==> src/rtl/muldiv_unit.sv <==
// Iterative multiply/divide unit with private hi/lo registers.
// One product/quotient bit per clock; sign fix-up in a final cycle.
module muldiv_unit #(
  parameter int WIDTH = 32,
  parameter int CNT_W = $clog2(WIDTH) + 1
) (
  input  logic             clk,
  input  logic             reset,
  input  logic             start,
  input  logic [1:0]       op,
  input  logic [WIDTH-1:0] a,
  input  logic [WIDTH-1:0] b,
  input  logic             hi_wr,
  input  logic             lo_wr,
  input  logic [WIDTH-1:0] wdata,
  output logic             busy,
  output logic             done,
  output logic             div_by_zero,
  output logic [WIDTH-1:0] hi,
  output logic [WIDTH-1:0] lo
);

  typedef enum logic [1:0] {
    S_IDLE,
    S_CALC,
    S_FIX,
    S_DONE
  } state_t;

  state_t state, state_n;

  logic [CNT_W-1:0]   cnt;
  logic               is_div;
  logic               res_neg;
  logic               rem_neg;
  logic               dz;
  logic [WIDTH-1:0]   mag_a;
  logic [WIDTH-1:0]   mag_b;
  logic [WIDTH-1:0]   raw_a;
  logic [2*WIDTH-1:0] work;

  logic               op_signed;
  logic               op_div;
  logic               a_neg;
  logic               b_neg;
  logic [WIDTH-1:0]   abs_a;
  logic [WIDTH-1:0]   abs_b;
  logic               launch;
  logic               wr_ok;

  logic [WIDTH:0]     add_sum;
  logic [WIDTH:0]     rem_sh;
  logic [WIDTH:0]     diff;
  logic [2*WIDTH-1:0] mul_nx;
  logic [2*WIDTH-1:0] div_nx;
  logic [2*WIDTH-1:0] prod;
  logic [WIDTH-1:0]   quo;
  logic [WIDTH-1:0]   rem;
  logic [WIDTH-1:0]   res_hi;
  logic [WIDTH-1:0]   res_lo;

  assign op_signed = ~op[0];
  assign op_div    = op[1];
  assign a_neg     = op_signed & a[WIDTH-1];
  assign b_neg     = op_signed & b[WIDTH-1];
  assign abs_a     = a_neg ? -a : a;
  assign abs_b     = b_neg ? -b : b;

  assign launch = (state == S_IDLE) & start;
  assign wr_ok  = (state == S_IDLE) | (state == S_DONE);

  assign busy        = (state == S_CALC) | (state == S_FIX);
  assign done        = (state == S_DONE);
  assign div_by_zero = (state == S_DONE) & dz;

  always_ff @(posedge clk or negedge reset) begin
    if (!reset) begin
      state <= S_IDLE;
    end else begin
      state <= state_n;
    end
  end

  always_comb begin
    state_n = state;
    unique case (state)
      S_IDLE: if (start) state_n = S_CALC;
      S_CALC: if (cnt == CNT_W'(1)) state_n = S_FIX;
      S_FIX:  state_n = S_DONE;
      S_DONE: state_n = S_IDLE;
      default: state_n = S_IDLE;
    endcase
  end

  // work = {partial product, multiplier} or {remainder, dividend/quotient}
  always_comb begin
    add_sum = {1'b0, work[2*WIDTH-1:WIDTH]}
            + (work[0] ? {1'b0, mag_a} : '0);
    mul_nx  = {add_sum, work[WIDTH-1:1]};
    rem_sh  = {work[2*WIDTH-1:WIDTH], work[WIDTH-1]};
    diff    = rem_sh - {1'b0, mag_b};
    if (diff[WIDTH]) begin
      div_nx = {rem_sh[WIDTH-1:0], work[WIDTH-2:0], 1'b0};
    end else begin
      div_nx = {diff[WIDTH-1:0], work[WIDTH-2:0], 1'b1};
    end
  end

  always_comb begin
    prod   = res_neg ? -work : work;
    quo    = work[WIDTH-1:0];
    rem    = work[2*WIDTH-1:WIDTH];
    res_hi = prod[2*WIDTH-1:WIDTH];
    res_lo = prod[WIDTH-1:0];
    unique case (1'b1)
      is_div & dz: begin
        res_hi = raw_a;
        res_lo = '1;
      end
      is_div & ~dz: begin
        res_hi = rem_neg ? -rem : rem;
        res_lo = res_neg ? -quo : quo;
      end
      ~is_div: begin
        res_hi = prod[2*WIDTH-1:WIDTH];
        res_lo = prod[WIDTH-1:0];
      end
      default: begin
        res_hi = prod[2*WIDTH-1:WIDTH];
        res_lo = prod[WIDTH-1:0];
      end
    endcase
  end

  always_ff @(posedge clk or negedge reset) begin
    if (!reset) begin
      cnt     <= '0;
      is_div  <= 1'b0;
      res_neg <= 1'b0;
      rem_neg <= 1'b0;
      dz      <= 1'b0;
      mag_a   <= '0;
      mag_b   <= '0;
      raw_a   <= '0;
      work    <= '0;
    end else if (launch) begin
      cnt     <= CNT_W'(WIDTH);
      is_div  <= op_div;
      res_neg <= a_neg ^ b_neg;
      rem_neg <= a_neg;
      dz      <= op_div & (b == '0);
      mag_a   <= abs_a;
      mag_b   <= abs_b;
      raw_a   <= a;
      work    <= {{WIDTH{1'b0}}, op_div ? abs_a : abs_b};
    end else if (state == S_CALC) begin
      cnt  <= cnt - CNT_W'(1);
      work <= is_div ? div_nx : mul_nx;
    end
  end

  // In DONE the result is already loaded, so a same-cycle MTHI/MTLO wins
  always_ff @(posedge clk or negedge reset) begin
    if (!reset) begin
      hi <= '0;
      lo <= '0;
    end else if (state == S_FIX) begin
      hi <= res_hi;
      lo <= res_lo;
    end else if (wr_ok) begin
      if (hi_wr) hi <= wdata;
      if (lo_wr) lo <= wdata;
    end
  end

endmodule

==> config.mk <==
export PLATFORM = sky130hd
export DESIGN_NAME = muldiv_unit
export DESIGN_NICKNAME = d
export VERILOG_FILES = /design/src/rtl/muldiv_unit.sv
export SDC_FILE = /design/constraint.sdc
export NUM_CORES = 1
export LEC_CHECK = 0
export CAP_MARGIN = 20
export CELL_PAD_IN_SITES_DETAIL_PLACEMENT = 0
export CELL_PAD_IN_SITES_GLOBAL_PLACEMENT = 1
export CORE_AREA = 5 5 203 205
export DETAILED_ROUTE_END_ITERATION = 12
export DIE_AREA = 0 0 208 210
export PLACE_DENSITY = 0.84
export SLEW_MARGIN = 20
export SYNTH_ARGS = -nofsm -noshare
export SYNTH_HDL_FRONTEND = slang
export SYNTH_SLANG_ARGS = --single-unit
==> constraint.sdc <==
create_clock -name clk -period 5.65 [get_ports clk]
set_input_delay 1.13 -clock clk [delete_from_list [all_inputs] [get_ports clk]]
set_output_delay 1.13 -clock clk [all_outputs]
set_load 0.02 [all_outputs]
### After elaboration in Yosys (flattened, before gate mapping)

Index checks and enable logic that the tools add are counted.

| word-level totals | value |
|---|---|
| memory bits (writable) | 0 |
| bits in latches | 0 |
| memories kept | 0 |
| bits in read-only memories | 0 |
| logic and storage cells | 71 |
| register bits after elaboration | 236 |
| output and inout port bits | 67 |
| bits of input ports | 103 |

| operators by class | value |
|---|---|
| multiply operators | 0 |
| equal/unequal tests | 6 |
| div/mod/pow operators | 0 |
| order comparisons | 0 |
| add/sub/neg operators | 8 |
| bitwise operators | 12 |
| shifts and indexed selects | 0 |
| reduce and logical (&&, ||, !) cells | 9 |
| muxes and demuxes | 24 |

Operators by type and width:

| cell | count |
|---|---|
| two-way mux 32 bit | 12 |
| two-way mux 64 bit | 5 |
| negator 32 bit | 4 |
| case mux 32 bit (2 select lines) | 2 |
| negator 64 bit | 1 |
| adder 32 x 32 -> 33 bit | 1 |
| subtractor 33 x 32 -> 33 bit | 1 |
| zero test 32 bit | 1 |
| two-way mux 6 bit | 2 |
| case mux 2 bit (4 select lines) | 1 |
| nonzero test 2 bit | 4 |
| AND 1 bit | 7 |
| equality test 6 x 1 -> 1 bit, second input constant | 1 |
| AND reduction 2 bit | 3 |
| subtractor 6 x 1 -> 6 bit, second input constant | 1 |
| equality test 2 bit, second input constant | 2 |
| two-way mux 2 bit | 2 |
| equality test 2 x 1 -> 1 bit, second input constant | 1 |
| zero test 2 bit | 1 |
| != test 2 x 1 -> 1 bit, second input constant | 1 |
| != test 2 bit, second input constant | 1 |
| NOT 1 bit | 2 |
| OR 1 bit | 2 |
| bitwise XOR 1 bit | 1 |

### Logic depth before layout (Yosys ltp)

Gate-level depths: netlist (run 1).

| depth | value |
|---|---|
| depth after elaboration | 5 |
| mapped depth | 16 |
| mapped depth without buffers | 14 |

### Least setup slack after synthesis (run 1)

OpenSTA, ideal clock, no wires.

| timing | value |
|---|---|
| kind | reg2reg |
| start | register work[0] |
| end | register work[62] |
| setup slack | 2134 ps |
| data required time | 5520 ps |
| setup time | 130 ps |
| arrival | 3385 ps |
| path buffers | 2 |
| cell stages (with the launch flop) | 16 |
| cells stage by stage | dfrtp_1 -> clkbuf_1 -> clkbuf_1 -> nand2_1 -> inv_1 -> ha_1 -> a211oi_1 -> o2111ai_1 -> a221oi_1 -> o31ai_1 -> a221o_1 -> a41oi_1 -> o31ai_1 -> xor2_1 -> a22oi_1 -> o21ai_0 |

| between the ends | value |
|---|---|
| word-level cells in the longest chain between the ends | 5 |

RTL lines:

| item | RTL line | text |
|---|---|---|
| start, declared | 40 | `logic [2*WIDTH-1:0] work;` |
| start signal, assigned | 155 | `work <= {{WIDTH{1'b0}}, op_div ? abs_a : abs_b};` |
| start signal, assigned | 158 | `work <= is_div ? div_nx : mul_nx;` |
| two-way mux 32 bit | 98 | `+ (work[0] ? {1'b0, mag_a} : '0);` |
| adder 32 x 32 -> 33 bit | 98 |  |
| two-way mux 64 bit | 158 |  |
| two-way mux 64 bit | 156 | `end else if (state == S_CALC) begin` |
| two-way mux 64 bit | 146 | `end else if (launch) begin` |

Every way passes these cells. The select of a mux whose other input is x is not followed.
A chain may end at the register's enable or synchronous reset.

### Final worst setup path (run 1)

Ends and elaborated chain as after synthesis.

==> impl_metrics.csv, run 1 <==
group,metric,value,unit
sta,timing.setup.tns,0,ns
clock_tree,postCtsSetupRepairBufs,0,
clock_tree,clockBufferDepth,3,
synthesis,syn_inst,2293,
layout,final_core_util,53.4,%
clock_tree,cts_buffers,29,
clock_tree,ctsResizeCount,0,
routing,wl,67.0,mm
power_and_ir_drop,p_total,13.3,mW
layout,area_growth,15.9,%
grt,grt_first_pass_wirelength,102,mm
clock_tree,clkSinkCount,235,
routing,drt-vias-per-instance,6.07,
layout,stdcell_count,2920,
layout,drive_gt1_share,5.14,%
grt,grt_pass1_vias,17000,
sta,rsz0062_at_grt,"no",
grt,gr-total-overflow,0,
placement,numPortBuffers,169,
power_and_ir_drop,p_switching,6.60,mW
clock_tree,htreeDepth,1,
routing,drc,0,
layout,diodes,0,
sta,worst_slack,1.45,ns
power_and_ir_drop,switching_share,49.7,%
power_and_ir_drop,power_frac_seq,26.8,%
power_and_ir_drop,peakVddDrop,0.000261,V
power_and_ir_drop,clockPowerShare,13.6,%
sta,worst_pin_slew,1.14,ns
clock_tree,clkTransAtPathRegs,0.06,ns
critical_path,cp_common_cell,"o31ai_1",
floorplan,top_level_ports,170,
floorplan,initial_utilization,46.0,%
clock_tree,clock_latency,0.58,ns
floorplan,die-area,0.0437,mm^2
sta,maxSlewHeadroom,24.0,%
flow_run,maxCapViolCount,0,
placement,post-place-ws,1.22,ns
critical_path,cp-start-kind,"flop",
synthesis,yosys-top-cells-area,"dfrtp_1, nand2_1, o21ai_0, xnor2_1, ha_1",
clock_tree,cts_hold_buffers,0,
routing,dr.first_iter.drc_count,1861,
power_and_ir_drop,combPwrFrac,59.6,%
grt,antenna_found_initial,0,
routing,via_count,17700,
sta,fin_skew,0.0308,ns
power_and_ir_drop,power.internal,6.68,mW
worst_hold_path,hold_class,"flop to flop",
sta,drv_slew,0,
synthesis,synth_area_per_cell,7.88,um^2
placement,routabilityCongestion,1.04,
placement,hpwl,52.1,mm
sta,setup_violations,0,
grt,grt_usage,29.7,%
run_status,status,"completed",
synthesis,ys_async_sr_fraction,100,%
clock_tree,root_buffer,"clkbuf_16",
critical_path,crit_fanout,17,
critical_path,path_cells,"nand2_1 -> inv_1 -> ha_1 -> a211oi_1 -> o2111ai_1 -> a221oi_1 -> o31ai_1 -> a221o_1 -> a41oi_1 -> o31ai_1 -> xor2_1 -> a22oi_1 -> o21ai_0",
critical_path,end_kind,"flop",
synthesis,syn_area,0.0181,mm^2
floorplan,die-height,210,um
critical_path,cp.arrival,4.62,ns
power_and_ir_drop,power_density,634,mW/mm^2
critical_path,cp_slowest_cell,"a221oi_1",
synthesis,synth_warnings,0,
synthesis,synth-main-ff-cell,"dfrtp_1",
synthesis,synth.ff_latch_count,235,
routing,dr.pass1.iters,6,
clock_tree,cts_tree,"built",
layout,nets,2555,
floorplan,die_w,208,um
floorplan,core_region_area,0.0393,mm^2
critical_path,required,6.06,ns
sta,fin_crit_sh,74.4,%
synthesis,synth_seq_area_share,32.5,%
power_and_ir_drop,power.static_leakage,8.91,nW
routing,wl_per_cell,23.0,um
sta,hold_viol_final,0,
floorplan,row_count,73,
sta,period_needed,4.20,ns
grt,grt_max_degree,95,
critical_path,slowest_delay,0.76,ns
critical_path,worst-setup-path-type,"flop to flop",
routing,final_antenna_net_count,0,
synthesis,synth_nets,2474,
placement,dp.cells,2868,
synthesis,synth_top_area_share,32.5,%
synthesis,synth_edf_count,0,
sta,timing.fmax,238,MHz
synthesis,synth.distinct_cells,82,
synthesis,synth_top_cell_by_area,"dfrtp_1",
-- state kept, by name, indices dropped and copies added, names as in the netlist --
register	cells
work	64
hi	32
lo	32
mag_a	32
mag_b	32
raw_a	31
cnt	6
state	2
dz	1
is_div	1
rem_neg	1
res_neg	1
-- layout make-up --
class,count,area (um^2)
flip-flops and latches,235,5890
multi-input cells,1838,11300
clock buffers,45,866
clock inverters,7,48.8
inverters,68,255
repair buffers,202,1950
fillers,3808,18300
well taps,525,657
-- worst max-delay path: cells and delay by family, from the launching register on --
family,cells,cell delay (ns)
compound gates,9,2.78
flops,1,0.62
fa+ha+maj,1,0.24
simple gates,1,0.18
xor+xnor,1,0.16
buf+inv,1,0.09
-- final timing paths --
path	start	end	slack [ns]	depth (start not counted)
max	work[0]	work[62]	1.45	13
min	mag_a[25]	mag_a[25]	0.47	2
max reg2reg	work[0]	work[62]	1.45	13
min reg2reg	mag_a[25]	mag_a[25]	0.47	2
max in group asynchronous	reset	mag_b[12]	3.83	2
min in group asynchronous	reset	hi[21]	0.54	1
-- synthesized netlist by cell type, types with 43 or more instances --
cell type / count
a21oi_1: 131
clkbuf_1: 123
dfrtp_1: 235
ha_1: 76
inv_1: 67
mux2i_1: 71
nand2_1: 428
nor2_1: 124
nor3_1: 46
o211ai_1: 43
o21ai_0: 277
xnor2_1: 119
xor2_1: 77
-- per-layer routing --
layer	routed length [um]	part of all wire (%)	global-route usage (%)
met1	29700	44	42.7
met2	29400	44	46.3
met3	5550	8.3	4.64
met4	2400	3.6	9.26
met5	0	0	0
-- metrics by stage --
stage / area, um^2 / hold WS [ns]
global placement: 20000 / 0.451
detailed placement: 20000 / 0.460
floorplan: 18100 / 0.437
finish: 21000 / 0.475
CTS: 21000 / 0.475
global route: 21000 / 0.503
-- power by group through the flow --
stage | logic [mW] | registers [mW] | clock network [mW]
floorplan | 5.47 | 3.23 | 0
finish | 7.91 | 3.56 | 1.80
global route | 8.69 | 3.63 | 1.90
global placement | 7.67 | 3.51 | 0
detailed placement | 7.80 | 3.55 | 0
CTS | 7.84 | 3.52 | 1.83
-- cell families (layout without fill, tap and decap cells) --
logic type                 after synthesis  after routing  synth area share, %
and+or+nand+nor                        809            809                 20.5
AOI/OAI and AO/OA                      680            680                 22.6
DFF                                    235            235                 32.5
buffers and inverters                  220            322                 5.20
xor gates and xnor gates               196            196                 9.49
adders and majority gates               78             78                 5.48
muxes                                   75             75                 4.18
-- cell usage in the layout (no fill, tap or decap), types with 11 or more instances in the layout --
cell | netlist | layout
nand2_1 | 428 | 427
o21ai_0 | 277 | 277
dfrtp_1 | 235 | 232
clkdlybuf4s50_1 | 0 | 167
a21oi_1 | 131 | 131
nor2_1 | 124 | 123
xnor2_1 | 119 | 119
xor2_1 | 77 | 77
ha_1 | 76 | 74
mux2i_1 | 71 | 71
inv_1 | 67 | 67
nor3_1 | 46 | 46
o211ai_1 | 43 | 43
and2_1 | 40 | 39
a21o_1 | 39 | 39
buf_4 | 3 | 32
o22ai_1 | 30 | 30
clkbuf_16 | 0 | 29
o31ai_1 | 23 | 23
or3_1 | 22 | 22
nand3_1 | 21 | 21
nor4_1 | 21 | 21
o21ai_1 | 19 | 19
nand2b_1 | 17 | 17
and3_1 | 15 | 15
a211oi_1 | 15 | 15
a22oi_1 | 14 | 14
o221ai_1 | 14 | 14
a221o_1 | 11 | 11
nor2b_1 | 11 | 11
No activity file was read; power rests on OpenSTA's default activity.
==> run 2, diff against run 1 <==
CORE_AREA = 5 5 209 211   (was 5 5 203 205)
DIE_AREA = 0 0 214 216   (was 0 0 208 210)
PLACE_DENSITY = 0.8   (was 0.84)
clock period = 4.2 ns   (was 5.65 ns; I/O delays follow)
==> run 2 against run 1 <==
Net effect:
- total power grew 39%
- fmax rose by 13%
- via count down 0.52%
- register-to-register slack lost 0.97 ns
- count of clock-buffer cells in the layout fell by 4
==> impl_metrics.csv, run 2 (synthesis gave the netlist of run 1 again) <==
group,metric,value,unit
routing,via_count,17600,
layout,multi_input_area,0.0113,mm^2
critical_path,end_kind,"flop",
layout,top_register,"work",
routing,drt-vias-per-instance,5.94,
layout,layout_commonest_cell,"nand2_1",
sta,fin_skew,0.0320,ns
grt,grt_pass1_vias,17000,
critical_path,cp.arrival,4.17,ns
placement,numPortBuffers,169,
placement,hpwl,54.5,mm
clock_tree,cts_tree,"built",
floorplan,die-area,0.0462,mm^2
critical_path,slowest_delay,0.78,ns
clock_tree,cts_buffers,28,
sta,timing.fmax,269,MHz
clock_tree,ctsResizeCount,0,
power_and_ir_drop,power.static_leakage,9.13,nW
critical_path,cp_num_buf_inv,1,
clock_tree,htreeDepth,1,
layout,drive_gt1_share,6.51,%
critical_path,path_cells,"inv_1 -> ha_1 -> nand4_1 -> or2_2 -> a2111o_1 -> a2111oi_0 -> or2_2 -> a21oi_1 -> o21ai_0 -> a21oi_1 -> o311ai_0 -> a211oi_1",
routing,final_antenna_net_count,0,
layout,area_growth,18.1,%
clock_tree,clkTransAtPathRegs,0.06,ns
routing,dr.first_iter.drc_count,1754,
grt,grt_max_degree,99,
grt,grt_usage,28.9,%
layout,largest_register_ffs,64,
grt,gr-total-overflow,0,
sta,holdWs,0.280,ns
clock_tree,root_buffer,"clkbuf_16",
clock_tree,postCtsSetupRepairBufs,0,
grt,antenna_found_initial,3,
worst_hold_path,hold_class,"input port to asynchronous set/reset pin",
placement,routabilityCongestion,0.932,
routing,drc,0,
power_and_ir_drop,peakVddDrop,0.000584,V
routing,wl,69.4,mm
power_and_ir_drop,power_density,864,mW/mm^2
grt,grt_first_pass_wirelength,105,mm
sta,period_needed,3.72,ns
run_status,status,"completed",
routing,wl_per_cell,23.4,um
sta,worst_pin_slew,1.04,ns
critical_path,worst-setup-path-type,"flop to flop",
floorplan,core_region_area,0.0416,mm^2
floorplan,initial_utilization,43.5,%
floorplan,die-height,216,um
sta,fin_crit_sh,88.7,%
layout,final_cell_mix,"nand2_1, o21ai_0, dfrtp_1",
flow_run,maxCapViolCount,0,
clock_tree,clkSinkCount,235,
sta,setup_violations,0,
routing,dr.pass1.iters,6,
clock_tree,cts_hold_buffers,0,
layout,nets,2590,
sta,maxSlewHeadroom,30.6,%
critical_path,cp-start-kind,"flop",
sta,hold_viol_final,0,
floorplan,row_count,75,
clock_tree,clockBufferDepth,3,
sta,drv_slew,0,
floorplan,top_level_ports,170,
floorplan,die_w,214,um
critical_path,required,4.65,ns
critical_path,crit_fanout,5,
critical_path,crit_family,"compound AO/OA/AOI/OAI gates",
sta,rsz0062_at_grt,"no",
layout,nFillCells,3992,
sta,timing.setup.tns,0,ns
clock_tree,clock_latency,0.58,ns
layout,ff_latch_area,0.00589,mm^2
critical_path,cp_slowest_cell,"a2111oi_0",
[run 2: worst paths after layout]
check                      cells after the start  slack (ns)        end  startpoint
max                                           12        0.48   work[63]    mag_b[8]
min                                            1        0.28     lo[22]       reset
max reg2reg                                   12        0.48   work[63]    mag_b[8]
min reg2reg                                    2        0.48  mag_b[26]   mag_b[26]
max in group asynchronous                      2        2.95    work[4]       reset
min in group clk                               2        0.48  mag_b[26]   mag_b[26]
[run 2: metal layers]
metal	GRT usage, %	wire (um)
met5	0	32
met4	6.10	1670
met3	5.34	5250
met2	46.4	31300
met1	41.2	31100
[run 2: metrics by stage]
| stage | power (mW) | instance area [um^2] | worst slack [ns] | util, % | cells |
|---|---|---|---|---|---|
| finish | 18.5 | 21400 | 0.476 | 51.4 | 2968 |
| global route | 19.7 | 21400 | 0.170 | 51.4 | 2967 |
| CTS | 18.3 | 21400 | 0.588 | 51.4 | 2967 |
| detailed placement | 15.6 | 20400 | 0.239 | 49.0 | 2918 |
| global placement | 15.5 | 20400 | 0.293 | 49.0 | 2918 |
| floorplan | 11.7 | 18100 | 0.684 | - | 2293 |
[run 2: worst register-to-register path, delay by kind of cell (launching register included)]
family | cells | cell delay [ns]
buffers and inverters | 1 | 0.08
adders and majority gates | 1 | 0.37
AOI/OAI and AO/OA | 7 | 2.05
DFF | 1 | 0.38
and+or+nand+nor | 3 | 0.73
[run 2: layout make-up]
| class | count | share of cell area, % |
|---|---|---|
| Clock inverter | 8 | 0.691 |
| Inverter | 68 | 1.20 |
| Multi-Input combinational cell | 1838 | 52.9 |
| Tap cell | 539 | 3.16 |
| Clock buffer | 41 | 3.94 |
| Antenna cell | 1 | 0.0117 |
| Timing Repair Buffer | 238 | 10.6 |
| Sequential cell | 235 | 27.6 |
[run 2: report_power, final]
part / internal (mW) / switching, mW / leakage [nW] / total (mW)
Sequential: 3.35 / 1.27 / 2.89 / 4.63
Clock: 1.62 / 1.03 / 0.474 / 2.65
Combinational: 4.40 / 6.78 / 5.76 / 11.2
Total: 9.38 / 9.08 / 9.13 / 18.5
